==> src/rtl/multicycle_ctrl_pkg.sv <==
// Shared encodings for the multi-cycle controller: state, opcodes, datapath select fields, strobe bundle.
// Pure types and constants; no timing or flow control of its own.
package multicycle_ctrl_pkg;

  typedef enum logic [3:0] {
    S_FETCH  = 4'd0,
    S_DECODE = 4'd1,
    S_MEMADR = 4'd2,
    S_MEMRD  = 4'd3,
    S_MEMWB  = 4'd4,
    S_MEMWR  = 4'd5,
    S_EXEC   = 4'd6,
    S_ALUWB  = 4'd7,
    S_ORIEX  = 4'd8,
    S_ORIWB  = 4'd9,
    S_BRANCH = 4'd10,
    S_JUMP   = 4'd11,
    S_HALT   = 4'd12
  } state_t;

  localparam logic [5:0] OP_R   = 6'h00;
  localparam logic [5:0] OP_LW  = 6'h23;
  localparam logic [5:0] OP_SW  = 6'h2B;
  localparam logic [5:0] OP_BEQ = 6'h04;
  localparam logic [5:0] OP_BNE = 6'h05;
  localparam logic [5:0] OP_J   = 6'h02;
  localparam logic [5:0] OP_ORI = 6'h0D;

  typedef enum logic [1:0] {ALU_ADD = 2'b00, ALU_SUB = 2'b01, ALU_FUNCT = 2'b10, ALU_OR = 2'b11} alu_op_t;
  typedef enum logic [1:0] {SRCB_B = 2'b00, SRCB_FOUR = 2'b01, SRCB_IMM = 2'b10, SRCB_BROFF = 2'b11} srcb_t;
  typedef enum logic [1:0] {PCSRC_ALU = 2'b00, PCSRC_ALUOUT = 2'b01, PCSRC_JUMP = 2'b10} pcsrc_t;
  typedef enum logic [1:0] {ERR_NONE = 2'b00, ERR_ILLEGAL = 2'b01, ERR_TIMEOUT = 2'b10} err_t;

  typedef struct packed {
    logic    pc_write;
    logic    pc_write_cond;
    logic    branch_not;
    logic    iord;
    logic    mem_read;
    logic    mem_write;
    logic    ir_write;
    logic    reg_dst;
    logic    mem_to_reg;
    logic    reg_write;
    logic    alu_src_a;
    srcb_t   alu_src_b;
    logic    ext_zero;
    alu_op_t alu_op;
    pcsrc_t  pc_source;
    logic    status_write;
  } ctrl_t;

  function automatic logic is_legal(input logic [5:0] op);
    return (op == OP_R) || (op == OP_LW) || (op == OP_SW) || (op == OP_BEQ) ||
           (op == OP_BNE) || (op == OP_J) || (op == OP_ORI);
  endfunction

endpackage

==> src/rtl/mc_wait_timer.sv <==
// Counts consecutive memory-wait cycles; timeout fires combinationally on the MEM_TIMEOUT-th wait.
// Clear has priority over counting; no flow control of its own.
module mc_wait_timer #(
  parameter int MEM_TIMEOUT = 16
) (
  input  logic clk,
  input  logic rst_n,
  input  logic clr,
  input  logic wait_en,
  output logic timeout
);

  localparam int CW = (MEM_TIMEOUT < 2) ? 1 : $clog2(MEM_TIMEOUT + 1);

  logic [CW-1:0] cnt;

  always_ff @(posedge clk or negedge rst_n) begin
    if (!rst_n) begin
      cnt <= '0;
    end else if (clr) begin
      cnt <= '0;
    end else if (wait_en) begin
      cnt <= cnt + 1'b1;
    end
  end

  // cnt holds the waits already taken, so this cycle is wait number cnt+1
  assign timeout = wait_en && (cnt == CW'(MEM_TIMEOUT - 1));

endmodule

==> src/rtl/multicycle_ctrl.sv <==
// Multi-cycle MIPS-subset sequencer: 3-5 cycles per instruction at zero wait, strobes decoded from state.
// Stalls in FETCH/MEMRD/MEMWR on mem_ready; traps to HALT on illegal opcode or wait timeout.
module multicycle_ctrl
  import multicycle_ctrl_pkg::*;
#(
  parameter int MEM_TIMEOUT = 16,
  parameter int CNT_WIDTH   = 32
) (
  input  logic                 clk,
  input  logic                 rst_n,
  input  logic                 run,
  input  logic [5:0]           opcode,
  input  logic                 mem_ready,
  output logic                 pc_write,
  output logic                 pc_write_cond,
  output logic                 branch_not,
  output logic                 iord,
  output logic                 mem_read,
  output logic                 mem_write,
  output logic                 ir_write,
  output logic                 reg_dst,
  output logic                 mem_to_reg,
  output logic                 reg_write,
  output logic                 alu_src_a,
  output logic [1:0]           alu_src_b,
  output logic                 ext_zero,
  output logic [1:0]           alu_op,
  output logic [1:0]           pc_source,
  output logic                 status_write,
  output logic                 halted,
  output logic [1:0]           err_code,
  output logic [CNT_WIDTH-1:0] retired
);

  state_t               state, state_nxt;
  err_t                 err_q;
  logic [CNT_WIDTH-1:0] retired_q;
  ctrl_t                ctrl;
  logic                 wait_en, timeout, retire, illegal;

  assign wait_en = !mem_ready &&
                   (((state == S_FETCH) && run) || (state == S_MEMRD) || (state == S_MEMWR));
  assign illegal = (state == S_DECODE) && !is_legal(opcode);
  assign retire  = (state == S_MEMWB) || (state == S_ALUWB) || (state == S_ORIWB) ||
                   (state == S_BRANCH) || (state == S_JUMP) || ((state == S_MEMWR) && mem_ready);

  mc_wait_timer #(.MEM_TIMEOUT(MEM_TIMEOUT)) u_wait_timer (
    .clk     (clk),
    .rst_n   (rst_n),
    .clr     (state_nxt != state),
    .wait_en (wait_en),
    .timeout (timeout)
  );

  always_comb begin
    state_nxt = state;
    unique case (state)
      S_FETCH:  if (run && mem_ready) state_nxt = S_DECODE;
      S_DECODE: begin
        case (opcode)
          OP_R:           state_nxt = S_EXEC;
          OP_LW, OP_SW:   state_nxt = S_MEMADR;
          OP_BEQ, OP_BNE: state_nxt = S_BRANCH;
          OP_J:           state_nxt = S_JUMP;
          OP_ORI:         state_nxt = S_ORIEX;
          default:        state_nxt = S_HALT;
        endcase
      end
      S_MEMADR: state_nxt = (opcode == OP_LW) ? S_MEMRD : S_MEMWR;
      S_MEMRD:  if (mem_ready) state_nxt = S_MEMWB;
      S_MEMWR:  if (mem_ready) state_nxt = S_FETCH;
      S_EXEC:   state_nxt = S_ALUWB;
      S_ORIEX:  state_nxt = S_ORIWB;
      S_MEMWB, S_ALUWB, S_ORIWB, S_BRANCH, S_JUMP: state_nxt = S_FETCH;
      S_HALT:   state_nxt = S_HALT;
      default:  state_nxt = S_HALT;
    endcase
    if (timeout) state_nxt = S_HALT;
  end

  always_ff @(posedge clk or negedge rst_n) begin
    if (!rst_n) begin
      state     <= S_FETCH;
      err_q     <= ERR_NONE;
      retired_q <= '0;
    end else begin
      state <= state_nxt;
      if (retire) retired_q <= retired_q + CNT_WIDTH'(1);
      if (err_q == ERR_NONE) begin
        if (illegal)      err_q <= ERR_ILLEGAL;
        else if (timeout) err_q <= ERR_TIMEOUT;
      end
    end
  end

  always_comb begin
    ctrl = '0;
    unique case (state)
      S_FETCH: begin
        if (run) begin
          ctrl.mem_read  = 1'b1;
          ctrl.alu_src_b = SRCB_FOUR;
          ctrl.ir_write  = mem_ready;
          ctrl.pc_write  = mem_ready;
        end
      end
      S_DECODE: ctrl.alu_src_b = SRCB_BROFF;
      S_MEMADR: begin
        ctrl.alu_src_a = 1'b1;
        ctrl.alu_src_b = SRCB_IMM;
      end
      S_MEMRD: begin
        ctrl.mem_read = 1'b1;
        ctrl.iord     = 1'b1;
      end
      S_MEMWB: begin
        ctrl.reg_write  = 1'b1;
        ctrl.mem_to_reg = 1'b1;
      end
      S_MEMWR: begin
        ctrl.mem_write = 1'b1;
        ctrl.iord      = 1'b1;
      end
      S_EXEC: begin
        ctrl.alu_src_a = 1'b1;
        ctrl.alu_op    = ALU_FUNCT;
      end
      S_ALUWB: begin
        ctrl.reg_write    = 1'b1;
        ctrl.reg_dst      = 1'b1;
        ctrl.status_write = 1'b1;
      end
      S_ORIEX: begin
        ctrl.alu_src_a = 1'b1;
        ctrl.alu_src_b = SRCB_IMM;
        ctrl.ext_zero  = 1'b1;
        ctrl.alu_op    = ALU_OR;
      end
      S_ORIWB: begin
        ctrl.reg_write    = 1'b1;
        ctrl.status_write = 1'b1;
      end
      S_BRANCH: begin
        ctrl.alu_src_a     = 1'b1;
        ctrl.alu_op        = ALU_SUB;
        ctrl.pc_write_cond = 1'b1;
        ctrl.pc_source     = PCSRC_ALUOUT;
        ctrl.branch_not    = (opcode == OP_BNE);
      end
      S_JUMP: begin
        ctrl.pc_write  = 1'b1;
        ctrl.pc_source = PCSRC_JUMP;
      end
      default: ;
    endcase
    // reset is combinationally gated so nothing leaks while rst_n is low
    if (timeout || !rst_n) ctrl = '0;
  end

  assign pc_write      = ctrl.pc_write;
  assign pc_write_cond = ctrl.pc_write_cond;
  assign branch_not    = ctrl.branch_not;
  assign iord          = ctrl.iord;
  assign mem_read      = ctrl.mem_read;
  assign mem_write     = ctrl.mem_write;
  assign ir_write      = ctrl.ir_write;
  assign reg_dst       = ctrl.reg_dst;
  assign mem_to_reg    = ctrl.mem_to_reg;
  assign reg_write     = ctrl.reg_write;
  assign alu_src_a     = ctrl.alu_src_a;
  assign alu_src_b     = ctrl.alu_src_b;
  assign ext_zero      = ctrl.ext_zero;
  assign alu_op        = ctrl.alu_op;
  assign pc_source     = ctrl.pc_source;
  assign status_write  = ctrl.status_write;
  assign halted        = rst_n && (state == S_HALT);
  assign err_code      = err_q;
  assign retired       = retired_q;

endmodule

==> config.mk <==
export PLATFORM = sky130hd
export DESIGN_NAME = multicycle_ctrl
export DESIGN_NICKNAME = d
export VERILOG_FILES = /design/src/rtl/multicycle_ctrl_pkg.sv /design/src/rtl/mc_wait_timer.sv /design/src/rtl/multicycle_ctrl.sv
export SDC_FILE = /design/constraint.sdc
export NUM_CORES = 1
export LEC_CHECK = 0
export ABC_AREA = 1
export BUFFER_PORTS_ARGS = -buffer_cell sky130_fd_sc_hd__buf_4
export CAP_MARGIN = 40
export CELL_PAD_IN_SITES_DETAIL_PLACEMENT = 0
export CELL_PAD_IN_SITES_GLOBAL_PLACEMENT = 1
export CORE_UTILIZATION = 43
export DETAILED_ROUTE_END_ITERATION = 10
export HOLD_SLACK_MARGIN = 0.12
export PLACE_DENSITY_LB_ADDON = 0.1
export SETUP_SLACK_MARGIN = 0.2
export SYNTH_ARGS = -nofsm -noshare
export SYNTH_HDL_FRONTEND = slang
export SYNTH_SLANG_ARGS = --single-unit
==> constraint.sdc <==
create_clock -name clk -period 4.69 [get_ports clk]
set_input_delay 0.2345 -clock clk [delete_from_list [all_inputs] [get_ports clk]]
set_output_delay 0.2345 -clock clk [all_outputs]
set_load 0.005 [all_outputs]
After elaboration in Yosys (flattened, before gate mapping):

Cells that the tools add are included.
W data, S select, Z words.

* $add $sub $neg: 2
* equal/unequal tests: 20
* multiplexer cells: 30
* reduce and logical (&&, ||, !) cells: 38

Operators with widths (count)
* $add A32 B1 Y32 const B: 1
* $pmux W4 S8: 1
* $eq A4 B4 Y1 const B: 5
* $pmux W4 S5: 1
* $mux W19: 1
* $eq A4 B3 Y1 const B: 4
* $mux W4: 4
* $logic_or A1 B1 Y1: 14
* $eq A6 B3 Y1 const B: 2
* $eq A6 B6 Y1 const B: 2
* $mux W1: 12
* $pmux W2 S3: 2
* $mux W5: 2
* $reduce_or A2 Y1: 5
* $eq A4 B2 Y1 const B: 2
* $logic_and A1 B1 Y1: 7
* $eq A6 B2 Y1 const B: 1
* $eq A6 B4 Y1 const B: 1
* $logic_not A6 Y1: 1
* $mux W2: 3
* $add A5 B1 Y5 const B: 1
* $eq A5 B4 Y1 const B: 1
* $reduce_or A5 Y1: 1
* $eq A4 B1 Y1 const B: 1
* 11 further kinds: 15

* flip-flop bits (word level): 43
* output and inout port bits: 54
* logic and storage cells: 94

Logic depth before layout (Yosys ltp):

* depth in word-level cells: 11
* depth in mapped cells: 12

By module:

Synthesis repeated with hierarchy kept, for this count alone.

* cells, all modules: 454
* area, all modules: 3020.4 sq um

Modules (own cells, without submodules)
* multicycle_ctrl: instances 1, cells an instance 421, area an instance 2745.1 sq um
* mc_wait_timer: instances 1, cells an instance 33, area an instance 275.3 sq um

Worst setup path before layout:

Ideal clock, no wire load.

* path type: flip-flop to output port
* start point: reg u_wait_timer.cnt[0]
* end point: out iord
* arrival time: 1492 ps
* slack: 2964 ps
* cell stages (with the launch flop): 8
* buffers on the path: 1
* path through: dfrtp_1 > ha_1 > and3_1 > ha_1 > nand3_4 > nand2_2 > buf_2 > a21oi_1

* cells in the longest elaborated chain, start to end: 4

Ends and longest elaborated chain
* start, declared: line mc_wait_timer.sv:15 `logic [CW-1:0] cnt;`
* start signal, assigned: line mc_wait_timer.sv:23 `cnt <= cnt + 1'b1;`
* $eq A5 B4 Y1: line mc_wait_timer.sv:28 `assign timeout = wait_en && (cnt == CW'(MEM_TIMEOUT - 1));`
* $logic_and A1 B1 Y1: line mc_wait_timer.sv:28
* $logic_or A1 B1 Y1: line multicycle_ctrl.sv:157 `if (timeout || !rst_n) ctrl = '0;`
* $mux W19: line multicycle_ctrl.sv:157
* end, declared: line multicycle_ctrl.sv:17 `output logic iord,`

Every way passes these cells.

Worst setup path after layout:

* start point: reg u_wait_timer.cnt[0]
* end point: out alu_src_a

* cells in the longest elaborated chain, start to end: 4

Ends and longest elaborated chain
* $eq A5 B4 Y1: line mc_wait_timer.sv:28
* $logic_and A1 B1 Y1: line mc_wait_timer.sv:28
* $logic_or A1 B1 Y1: line multicycle_ctrl.sv:157
* $mux W19: line multicycle_ctrl.sv:157
* end, declared: line multicycle_ctrl.sv:24 `output logic alu_src_a,`

Every way passes these cells.

==> flow_metrics.tcl <==
set metrics [dict create \
    status "complete, no violations" \
    core_mm2 0.006869 \
    hp-class "in2reg" \
    multi_input_area_mm2 0.001748 \
    synthArstFlopShare 1.000 \
    start_util 0.4525 \
    tightest_slew_ps 595.8 \
    synthTopCellsByCount "nand2_1, inv_1, nor2_1" \
    yosys.area.top_type "dfrtp_1" \
    clk_path_buf_depth 2 \
    routed.top_layer "met4" \
    synth.avg_cell_area_um2 7.145 \
    path_cells "ha_1 -> and3_1 -> ha_1 -> nand3_4 -> nand2_2 -> nor2_1 -> nand2_1 -> o21ai_0 -> buf_4" \
    path_class "reg2out" \
    rows 30 \
    netlist_instances 435 \
    hold_viol_final 0 \
    max_cap_viol_count 0 \
    wl_met2_mm 3.755 \
    antenna_left 0 \
    crit_required_ps 4460 \
    clock_latency_ps 300 \
    grt_use_total 0.2286 \
    drive_gt1_frac 0.2196 \
    fin_nets 513 \
    gp_congestion 0.8921 \
    layout_min_cycle_time_ps 2335 \
    cts_sinks 43 \
    fin_util 0.5532 \
    grt_max_degree 47 \
    cpPeakStageDelay_ps 410 \
    register_area_mm2 0.001076 \
    critPathBufInv 1 \
    cts_tree "done" \
    dieArea_mm2 0.007572 \
    hold_slack_ps 377.3 \
    start_kind "flop" \
    wl_met1_mm 3.621 \
    fin_setup_tns_ps 0 \
    synth_nets 448 \
    clk_pin_slew_worst_paths_ps 80 \
    drc_errors 0 \
    fmax_mhz 428.2 \
    synth-seq-cells 43 \
    grt_overflow 0 \
    drv_slew 0 \
    wire_per_inst_um 13.20 \
    drtPass1Iterations 4 \
    synth_flop_cell "dfrtp_1" \
    diodes 0 \
    drt-total-wl_mm 7.879 \
    cts.htree.levels 2 \
    drtIter0Drc 73 \
    grt_setup_unrepaired "false" \
    ys_types 34 \
    cp_max_fo 18 \
    cts_inserted_buffers 5 \
    area.growth.synth_to_final_pct 22.26 \
    period_share 0.4979 \
    cts_resized 0 \
    vdd_drop_max_mv 0.1680 \
    slowest_stage "dfrtp_1" \
    setup_viol 0 \
    num_vias 2911 \
    cpLargestDelayFamily "simple AND/OR/NAND/NOR gates" \
    p_leak_uw 0.001922 \
    finClkSkew_ps 12.58 \
    synth-edff-count 0 \
    portBuffers 63 \
    ios 64 \
    cp-end-kind "primary output" \
    grt_pass1_wl_mm 13.30 \
    hpwl_mm 6.227 \
    maxSlewHeadroom 0.6028 \
    netlist_area_mm2 0.003108 \
    synth_seq_area_share 0.3462 \
    yosys_warnings 0 \
    wl_met3_um 292 \
    grt_pass1_vias 2774 \
    antenna_found_initial 0 \
    synth.most_common_cell "nand2_1" \
    cp_common_cell "ha_1" \
    cp.arrival_ps 2100 \
    cts-root-buf "clkbuf_8" \
    die_w_um 87.02 \
    num-fill-cells 724 \
    avgViaCountPerCell 4.876 \
    synth_top_area_share 0.3462 \
    synth_area_leaders "dfrtp_1, nand2_1, xor2_1" \
    fp.dieH_um 87.02 \
    power_per_cell_area_mw_per_mm2 196.4 \
]
-- layout make-up --
class	count	area share
Tap cell	96	0.03161
Sequential cell	43	0.2832
Clock inverter	3	0.01778
Inverter	63	0.06223
Multi-Input combinational cell	323	0.4600
Clock buffer	5	0.01811
Timing Repair Buffer	64	0.1271
-- worst paths after layout --
| check | startpoint | to | slack (ps) | cells past startpoint |
|---|---|---|---|---|
| worst max-delay path | u_wait_timer.cnt[0]$_DFFE_PN0P_ | alu_src_a | 2350 | 9 |
| worst max register to register | state[3]$_DFF_PN0_ | retired[8]$_DFFE_PN0P_ | 2700 | 9 |
| min in group asynchronous | rst_n | retired[19]$_DFFE_PN0P_ | 480 | 2 |
| worst min-delay path | opcode[1] | err_code[0]$_DFFE_PN0P_ | 380 | 4 |
| max in group asynchronous | rst_n | retired[16]$_DFFE_PN0P_ | 3800 | 2 |
| worst min register to register | err_code[0]$_DFFE_PN0P_ | err_code[1]$_DFFE_PN0P_ | 490 | 1 |
-- worst register-to-register path: cells and delay by family (launching register included) --
kind | cells | cell delay, ps
flops | 1 | 480
xor+xnor | 1 | 130
simple gates | 6 | 1010
compound gates | 1 | 110
buf+inv | 1 | 140
-- kinds of logic (layout without fill, tap and decap cells) --
| group | Yosys count | after routing | share of synthesized area |
|---|---|---|---|
| AND/OR/NAND/NOR | 255 | 255 | 0.4038 |
| flip-flops | 43 | 43 | 0.3462 |
| AO/OA/AOI/OAI | 33 | 33 | 0.05636 |
| XOR/XNOR | 32 | 32 | 0.09018 |
| adder cells (fa/ha/maj) | 3 | 3 | 0.01208 |
| buffers and inverters | 69 | 135 | 0.09138 |
-- layout by cell type, fill, tap and decap left out --
cell type / instances
nor3_4: 1
clkinv_1: 1
xor2_1: 28
bufinv_16: 2
a31oi_1: 1
nor2_2: 1
nand2_1: 112
clkbuf_8: 5
nand3_1: 20
nand2_2: 8
o21ai_0: 4
nor4_4: 2
dfrtp_1: 43
nand4_1: 16
xnor2_1: 4
buf_4: 63
and2_1: 1
nor3_1: 20
clkinvlp_4: 1
inv_1: 53
o21ai_1: 19
o21bai_1: 2
nor2_1: 52
nor2_4: 4
and3_1: 2
a21oi_2: 1
dlygate4sd3_1: 1
inv_2: 9
nand3_2: 3
nor3b_1: 1
nand3_4: 1
ha_1: 3
nor3_2: 7
nor4_1: 2
nand2_4: 2
a21oi_1: 6
-- sequential cells by signal, indices dropped and copies added, names as in the netlist --
register          count
retired              32
state                 4
u_wait_timer.cnt      5
err_code              2
-- per-stage QoR --
stage	worst slack (ps)	area [um2]	std cells	total power (uW)
after floorplan	2964	3108	435	386.5
final	2355	3800	597	746.3
after detailed placement	2661	3654	588	404.9
after CTS	2329	3800	597	755.7
after global placement	2694	3654	588	404.5
after global routing	2142	3800	597	771.2
-- power breakdown --
part,internal (uW),total (uW),switching [uW]
Clock,212,349,136
Sequential,370,370,0
Combinational,8.44,27.3,18.8
Total,591,746,155
-- metal layers --
layer / vias to the layer above / global-route usage
li1: 1517 / -
met1: 1317 / 0.2971
met2: 62 / 0.3865
met3: 15 / 0.03128
met4: 0 / 0.08485
met5: - / 0
-- timing repair --
action | in CTS | in global routing
buffers inserted | 0 | 0
hold endpoints to repair | 43 | 0
hold buffers | 1 | 0
setup endpoints to repair | 0 | 0
Power figures use the tool's default switching activity.
